`config.mk`:
```
export PLATFORM = sky130hd
export DESIGN_NAME = mfp_clock_divider_prog
export DESIGN_NICKNAME = d
export VERILOG_FILES = /design/src/rtl/mfp_clock_divider_prog.sv
export SDC_FILE = /design/constraint.sdc
export NUM_CORES = 1
export LEC_CHECK = 0
export CORE_UTILIZATION = 25
export DETAILED_ROUTE_END_ITERATION = 6
export GPL_ROUTABILITY_DRIVEN = 1
export PLACE_DENSITY_LB_ADDON = 0.15
export SETUP_SLACK_MARGIN = 0.4
export SLEW_MARGIN = 20
export SYNTH_ARGS = -nofsm -noshare
export SYNTH_HDL_FRONTEND = slang
export SYNTH_SLANG_ARGS = --single-unit
```
`constraint.sdc`:
```
create_clock -name clki -period 11.6 [get_ports clki]
set_input_delay 1.74 -clock clki [delete_from_list [all_inputs] [get_ports clki]]
set_output_delay 1.74 -clock clki [all_outputs]
set_load 0.01 [all_outputs]
```
`src/rtl/mfp_clock_divider_prog.sv`:
```
// -----------------------------------------------------------------------------
// mfp_clock_divider_prog
//
// Runtime-programmable clock divider. Counts a programmable half-period in clki
// cycles and toggles a registered divided clock (clko) each time the count
// completes, giving a 50%-duty output with period 2*half. A one-cycle strobe
// (clko_stb) marks every clko rising edge so downstream logic can stay in the
// clki domain. New divisors are queued and only take effect at a toggle, so an
// in-flight half-period is never shortened (no runt pulses).
//
// Optional feature macro: MFP_CLOCK_DIVIDER_STEP_EN
//   Defined     : while paused, a step request runs the divider for exactly one
//                 full clko period (two toggles), then freezes again.
//   Not defined : step is accepted but ignored; the divider runs whenever
//                 pause is low.
//
// Parameters
//   CNT_W        width of the half-period counter and divisor
//   DEFAULT_HALF half-period loaded at reset (must fit in CNT_W bits)
//
// Ports
//   clki       in   system clock, all logic on posedge
//   resetn     in   asynchronous active-low reset
//   div_in     in   new half-period value (0 behaves as 1)
//   div_load   in   one-cycle request to load div_in
//   div_busy   out  a load is pending; further div_load is ignored
//   pause      in   freeze divider (counter and clko hold)
//   step       in   single-period step request (step build only)
//   clko       out  divided clock, registered
//   clko_stb   out  one-cycle pulse in the cycle clko becomes 1
//   cur_half   out  half-period value currently in effect
//   step_state out  step controller state (0 idle, 1 first half, 2 second half)
// -----------------------------------------------------------------------------
module mfp_clock_divider_prog #(
  parameter int CNT_W        = 27,
  parameter int DEFAULT_HALF = 25000000
) (
  input  logic             clki,
  input  logic             resetn,
  input  logic [CNT_W-1:0] div_in,
  input  logic             div_load,
  output logic             div_busy,
  input  logic             pause,
  input  logic             step,
  output logic             clko,
  output logic             clko_stb,
  output logic [CNT_W-1:0] cur_half,
  output logic [1:0]       step_state
);

  // Step controller states. IDLE means no step is in progress.
  typedef enum logic [1:0] {
    ST_IDLE    = 2'd0,
    ST_STEP_H1 = 2'd1,   // stepping, waiting for the first toggle
    ST_STEP_H2 = 2'd2    // stepping, waiting for the second toggle
  } step_state_t;

  localparam logic [CNT_W-1:0] DEFAULT_HALF_W = CNT_W'(DEFAULT_HALF);
  localparam logic [CNT_W-1:0] ONE_W          = CNT_W'(1);

  // ---------------------------------------------------------------------------
  // Registers
  // ---------------------------------------------------------------------------
  logic [CNT_W-1:0] cnt_q;
  logic [CNT_W-1:0] cur_half_q;
  logic [CNT_W-1:0] pending_q;
  logic             busy_q;
  logic             clko_q;
  logic             clko_stb_q;

  step_state_t      st_q;
  step_state_t      st_d;

  // ---------------------------------------------------------------------------
  // Datapath decode
  // ---------------------------------------------------------------------------
  logic [CNT_W-1:0] eff_half;
  logic             step_act;
  logic             running;
  logic             toggle;
  logic             load_accept;

  // A programmed value of 0 behaves exactly like 1 (clko = clki/2).
  assign eff_half = (cur_half_q == '0) ? ONE_W : cur_half_q;

  assign step_act = (st_q != ST_IDLE);
  assign running  = !pause || step_act;

  // Toggle event: the current half-period has been fully counted. cur_half
  // only changes on a toggle (when cnt returns to 0), so cnt can never be
  // above eff_half-1 and an equality compare is sufficient.
  assign toggle = running && (cnt_q == (eff_half - ONE_W));

  // Load handshake: div_load is a single-cycle request, accepted only while
  // div_busy is low. div_busy rises the cycle after acceptance and stays high
  // until the pending value is applied at a later toggle; requests arriving
  // while div_busy is high are dropped silently. Because acceptance requires
  // div_busy low and application requires it high, a load accepted in the
  // same cycle as a toggle is applied at the following toggle, not this one.
  assign load_accept = div_load && !busy_q;

  // ---------------------------------------------------------------------------
  // Counter, divided clock, strobe and divisor update
  // ---------------------------------------------------------------------------
  always_ff @(posedge clki or negedge resetn) begin
    if (!resetn) begin
      cnt_q      <= '0;
      cur_half_q <= DEFAULT_HALF_W;
      pending_q  <= '0;
      busy_q     <= 1'b0;
      clko_q     <= 1'b0;
      clko_stb_q <= 1'b0;
    end else begin
      clko_stb_q <= 1'b0;

      if (running) begin
        if (toggle) begin
          cnt_q      <= '0;
          clko_q     <= ~clko_q;
          // Strobe only for the 0->1 transition of clko.
          clko_stb_q <= ~clko_q;
          // A pending divisor governs the half-period starting now.
          if (busy_q) begin
            cur_half_q <= pending_q;
            busy_q     <= 1'b0;
          end
        end else begin
          cnt_q <= cnt_q + ONE_W;
        end
      end

      if (load_accept) begin
        pending_q <= div_in;
        busy_q    <= 1'b1;
      end
    end
  end

  // ---------------------------------------------------------------------------
  // Step controller
  // ---------------------------------------------------------------------------
`ifdef MFP_CLOCK_DIVIDER_STEP_EN

  always_ff @(posedge clki or negedge resetn) begin
    if (!resetn) begin
      st_q <= ST_IDLE;
    end else begin
      st_q <= st_d;
    end
  end

  // A step runs through exactly two toggles (one full clko period). Dropping
  // pause mid-step does not restart or extend it: the step simply completes
  // at its second toggle while the divider keeps running freely.
  always_comb begin
    st_d = st_q;
    case (st_q)
      ST_IDLE: begin
        if (pause && step) begin
          st_d = ST_STEP_H1;
        end
      end
      ST_STEP_H1: begin
        if (toggle) begin
          st_d = ST_STEP_H2;
        end
      end
      ST_STEP_H2: begin
        if (toggle) begin
          st_d = ST_IDLE;
        end
      end
      default: begin
        st_d = ST_IDLE;
      end
    endcase
  end

`else

  // No step support: the controller is permanently idle and step is unused.
  logic step_unused;
  assign step_unused = step;

  always_comb begin
    st_d = ST_IDLE;
  end

  assign st_q = st_d;

`endif

  // ---------------------------------------------------------------------------
  // Outputs
  // ---------------------------------------------------------------------------
  assign div_busy   = busy_q;
  assign clko       = clko_q;
  assign clko_stb   = clko_stb_q;
  assign cur_half   = cur_half_q;
  assign step_state = st_q;

endmodule

```
## Word-level counts from Yosys, hierarchy flattened

Cells that the tools add are included.

| word-level totals | value |
|---|---|
| logic and storage cells | 28 |
| bits of input ports | 32 |
| flip-flop bits (word level) | 84 |
| output and inout port bits | 32 |

| cells by class | value |
|---|---|
| eq/ne operators | 2 |
| reduce and logical (&&, ||, !) cells | 9 |
| $add $sub $neg | 2 |
| multiplexer cells | 7 |
| bitwise gates (word level) | 2 |

Operator list:

| operator | number |
|---|---|
| 27-bit two-way mux | 2 |
| 27-bit by 1-bit adder with 27-bit output (second input constant) | 1 |
| 27-bit equality test | 1 |
| 27-bit logical NOT | 1 |
| 27-bit by 1-bit subtractor with 27-bit output (second input constant) | 1 |
| 1-bit two-way mux | 5 |
| 2-bit AND reduction | 2 |
| 3-bit AND reduction | 1 |
| 1-bit logical AND | 2 |
| 1-bit logical NOT | 2 |
| 2-bit by 1-bit != test with 1-bit output (second input constant) | 1 |
| 1-bit NOT | 2 |
| 2-bit nonzero test | 1 |

## Logic depth before layout (Yosys ltp)

| depth | value |
|---|---|
| word-level depth | 8 |
| gate-level depth with buffers | 17 |
| gate-level depth less buffers | 12 |

## Least setup slack after synthesis

OpenSTA, ideal clock, no wires.

| path | value |
|---|---|
| path kind | register to register |
| start | register cur_half_q[6], in the netlist cur_half[6] |
| end | register cur_half_q[0], in the netlist cur_half[0] |
| clock period less this slack | 3.905 ns |
| data required time | 11.475 ns |
| data arrival time | 3.780 ns |
| path slack | 7.695 ns |
| path buffers | 3 |
| cell stages (with the launch flop) | 16 |
| path through | dfstp_2 > clkbuf_1 > nor3_1 > and3_1 > buf_2 > a31oi_1 > ha_1 > nor3b_1 > nand4_1 > or3_1 > a311oi_1 > o2111ai_1 > and4bb_1 > nand2_4 > buf_6 > mux2_4 |

| on the way | value |
|---|---|
| word-level cells in the longest chain between the ends | 6 |

RTL lines:

| element | RTL line | RTL |
|---|---|---|
| start, declared | 65 | `logic [CNT_W-1:0] cur_half_q;` |
| start signal, assigned | 124 | `cur_half_q <= pending_q;` |
| 27-bit logical NOT | 84 | `assign eff_half = (cur_half_q == '0) ? ONE_W : cur_half_q;` |
| 27-bit two-way mux (*) | 84 |  |
| 27-bit by 1-bit subtractor with 27-bit output (*) | 92 | `assign toggle = running && (cnt_q == (eff_half - ONE_W));` |
| 27-bit equality test (*) | 92 |  |
| 1-bit logical AND (*) | 92 |  |
| 3-bit AND reduction (no source line) (*) | n/a |  |

Mark *: on every way between the ends. The rest lies on a longest branch, timed or not.
A chain may end at the register's enable or synchronous reset.

## Final worst setup path

| path | value |
|---|---|
| start | register cur_half_q[6], in the netlist cur_half[6] |
| end | register cnt_q[5] |

| on the way | value |
|---|---|
| word-level cells in the longest chain between the ends | 6 |

RTL lines:

| element | RTL line | RTL |
|---|---|---|
| 27-bit logical NOT | 84 |  |
| 27-bit two-way mux (*) | 84 |  |
| 27-bit by 1-bit subtractor with 27-bit output (*) | 92 |  |
| 27-bit equality test (*) | 92 |  |
| 1-bit logical AND (*) | 92 |  |
| 27-bit two-way mux (*) | 117 | `if (toggle) begin` |
| end signal, assigned | 128 | `cnt_q <= cnt_q + ONE_W;` |
| end, declared | 64 | `logic [CNT_W-1:0] cnt_q;` |

Marked as above.

==> summary.txt <==
Final Slew Violations: 0
Status: complete, no violations
WL/cell: 16.5 um
Die Y-Extent: 142 um
Critical Path End Type: flop
Hold depth: 1
DR pass1 iterations: 4
Die width: 142 um
Slew at the pin with the worst max-slew slack: 1.01 ns
Worst Path Max Fanout: 26
Startpoint class of the critical path: flop
RSZ-0062 raised after global routing: false
Cells after Synth: 464
Worst relative slew slack: 32.5%
Synth cell types: 66
Clock Sinks: 84
Post-synth EDFFs: 0
FMAX: 200 MHz
H-tree levels: 3
Max-capacitance violation count: 0
Antenna Nets Post-Route: 0
Syn-to-layout area delta: 23.1%
Final worst path period share: 43.1%
Iteration-0 DRC Markers: 283
Largest net degree at the start of global routing: 44
Hold_ws: 0.483 ns
IO Pins: 64
Critical path arrival: 5.18 ns
Post-route DRC violation count: 0
Setup TNS: 0 ns
Cells on worst reg2reg path: 13
Nets: 547
Mean Syn Cell Area: 10.6 um2
Via count: 3763
Tot GR Track Use: 13.5%
Post-Syn Area: 4900 um2
Number of CTS-inserted buffers: 9
CTS tree: done
Final Non-Filler Cells: 778
Die ar.: 20200 um2
Multi-input gate area: 2630 um2
Root Driver: clkbuf_16
FFs w/ async S/R, synth: 100%
Reg area: 2120 um2
Routed wire length: 12800 um
Minimum clock period: 4.99 ns
WP data required: 11.78 ns
Setup repair bufs after CTS: 0
Initial Util: 25.9%
Final core occ: 31.8%
Antenna cells: 0
WS Path Type: reg2reg
Clock skew: 0.00918 ns
# port buffers: 60
Vias in the first global route: 3651
Post-CTS Hold Fix Bufs: 0
Fillers: 1918
Core ar.: 19000 um2
Count of state elements after synthesis: 84
Final Hold Viols: 0
Share of cells above drive strength 1: 19.7%
Seq/Total Area, Yosys: 43.2%
DP Cell Count: 762
Vias per Instance: 4.84
Row count: 50
Setup violators final: 0
Clk slew on worst S/H paths: 0.07 ns
Primary FF master, synth: dfrtp_1
Placer Congestion: 0.794
Longest Clk Path Bufs: 2
Synth Warn #: 0
Total gr overflow: 0
HP Class: reg2reg
First-pass GRT wire length: 20600 um
Dpl hpwl: 9400 um
Initial antenna violation count: 0
Skew-Pair Late Insertion Delay: 0.35 ns
Post_cts resized: 0
## cells by family (layout without fill, tap and decap cells)
family / after synthesis / count (layout) / share of synthesized area, %
AND/OR/NAND/NOR: 186 / 186 / 21.5
flip-flops: 84 / 84 / 43.2
multiplexers: 58 / 58 / 14.7
AO/OA/AOI/OAI: 50 / 50 / 7.76
XOR/XNOR: 50 / 50 / 8.93
buffers and inverters: 33 / 86 / 3.37
adder cells (fa/ha/maj): 2 / 2 / 0.510
other: 1 / 2 / 0.0765
## worst paths after layout
path                              from            to  slack, ns
max                        cur_half[6]      cnt_q[5]       6.61
min                               clko      clko_stb       0.48
max reg2reg                cur_half[6]      cnt_q[5]       6.61
min reg2reg                       clko      clko_stb       0.48
max in group asynchronous       resetn  cur_half[11]       9.24
min in group asynchronous       resetn     cnt_q[23]       1.40
## sequential cells by signal, summed over array words and instances (netlist names)
register / cells
cnt_q: 27
cur_half: 27
pending_q: 27
clko: 1
clko_stb: 1
div_busy: 1
## routing by layer
metal | GRT usage (%) | wire length [um] | up-vias
met5 | 0 | 0 | -
met4 | 4.41 | 167 | 0
met3 | 3.30 | 582 | 10
met2 | 20.5 | 5860 | 81
met1 | 18.6 | 6200 | 1884
li1 | - | - | 1788
## per-stage QoR
step	setup slack, ns	area (um2)
2_1_floorplan	7.70	4910
4_1_cts	6.62	6040
6_report	6.61	6040
3_5_place_dp	6.63	5720
5_1_grt	6.25	6040
3_3_place_gp	6.69	5720
## critical path, stage by stage (launching register included)
cell and delay [ns]:
dfstp_2 0.68, nor3_1 0.14, and3_1 0.35, a31oi_1 0.30
ha_1 0.25, nor3b_1 0.19, buf_4 0.21, nand4_1 0.18
or3_1 0.40, a311oi_1 0.42, o22ai_1 0.16, a2111oi_0 0.47
and4_1 0.94, nor2_1 0.13
## cell type report
| cell class | instances | share of cell area, % |
|---|---|---|
| Clock inverter | 6 | 1.47 |
| Multi-Input combinational cell | 348 | 43.6 |
| Clock buffer | 10 | 3.79 |
| Inverter | 7 | 0.435 |
| Timing Repair Buffer | 63 | 10.3 |
| Tap cell | 260 | 5.39 |
| Sequential cell | 84 | 35.1 |
## synthesized netlist by cell type, types with 2 or more instances
| library cell | n | area share [%] |
|---|---|---|
| nor4_2 | 4 | 1.0 |
| nor4_1 | 10 | 1.3 |
| or3_1 | 7 | 0.89 |
| nor4b_1 | 4 | 0.71 |
| a31oi_1 | 4 | 0.51 |
| buf_4 | 4 | 0.61 |
| and2_1 | 2 | 0.26 |
| nand2_1 | 24 | 1.8 |
| nor3_1 | 14 | 1.4 |
| and3_1 | 10 | 1.3 |
| a21oi_1 | 6 | 0.61 |
| nand4b_1 | 3 | 0.54 |
| clkbuf_1 | 12 | 0.92 |
| dfstp_2 | 12 | 6.4 |
| nand4_1 | 16 | 2.0 |
| and4_1 | 7 | 1.3 |
| inv_1 | 7 | 0.54 |
| nand2b_1 | 2 | 0.26 |
| nor2_1 | 50 | 3.8 |
| buf_1 | 4 | 0.31 |
| nor2b_1 | 4 | 0.51 |
| o21ai_0 | 10 | 1.0 |
| a311oi_1 | 4 | 0.71 |
| o2111ai_1 | 2 | 0.36 |
| mux2i_1 | 2 | 0.41 |
| buf_6 | 3 | 0.69 |
| xnor2_1 | 35 | 6.2 |
| dfrtp_1 | 72 | 37 |
| buf_2 | 3 | 0.31 |
| o311ai_0 | 2 | 0.36 |
| ha_1 | 2 | 0.51 |
| nand3b_1 | 2 | 0.31 |
| mux2_4 | 19 | 5.8 |
| o211ai_1 | 4 | 0.61 |
| and3b_1 | 2 | 0.36 |
| nand3_1 | 15 | 1.5 |
| xor2_1 | 15 | 2.7 |
| mux2_2 | 37 | 8.5 |
| a41oi_1 | 2 | 0.36 |
## cells in the final DEF (no fill, tap or decap), drive strengths merged, types with 10 or more instances in the layout
cell / instances
dfrtp: 72
clkdlybuf4s50: 59
mux2: 56
nor2: 50
xnor2: 35
nand2: 25
nand4: 17
nand3: 15
xor2: 15
nor3: 15
nor4: 14
dfstp: 12
and3: 10
o21ai: 10
clkbuf: 10
Power is left out: the tool's default activity adds up to more than one toggle a clock period on the data nets, which glitch-free logic cannot reach.
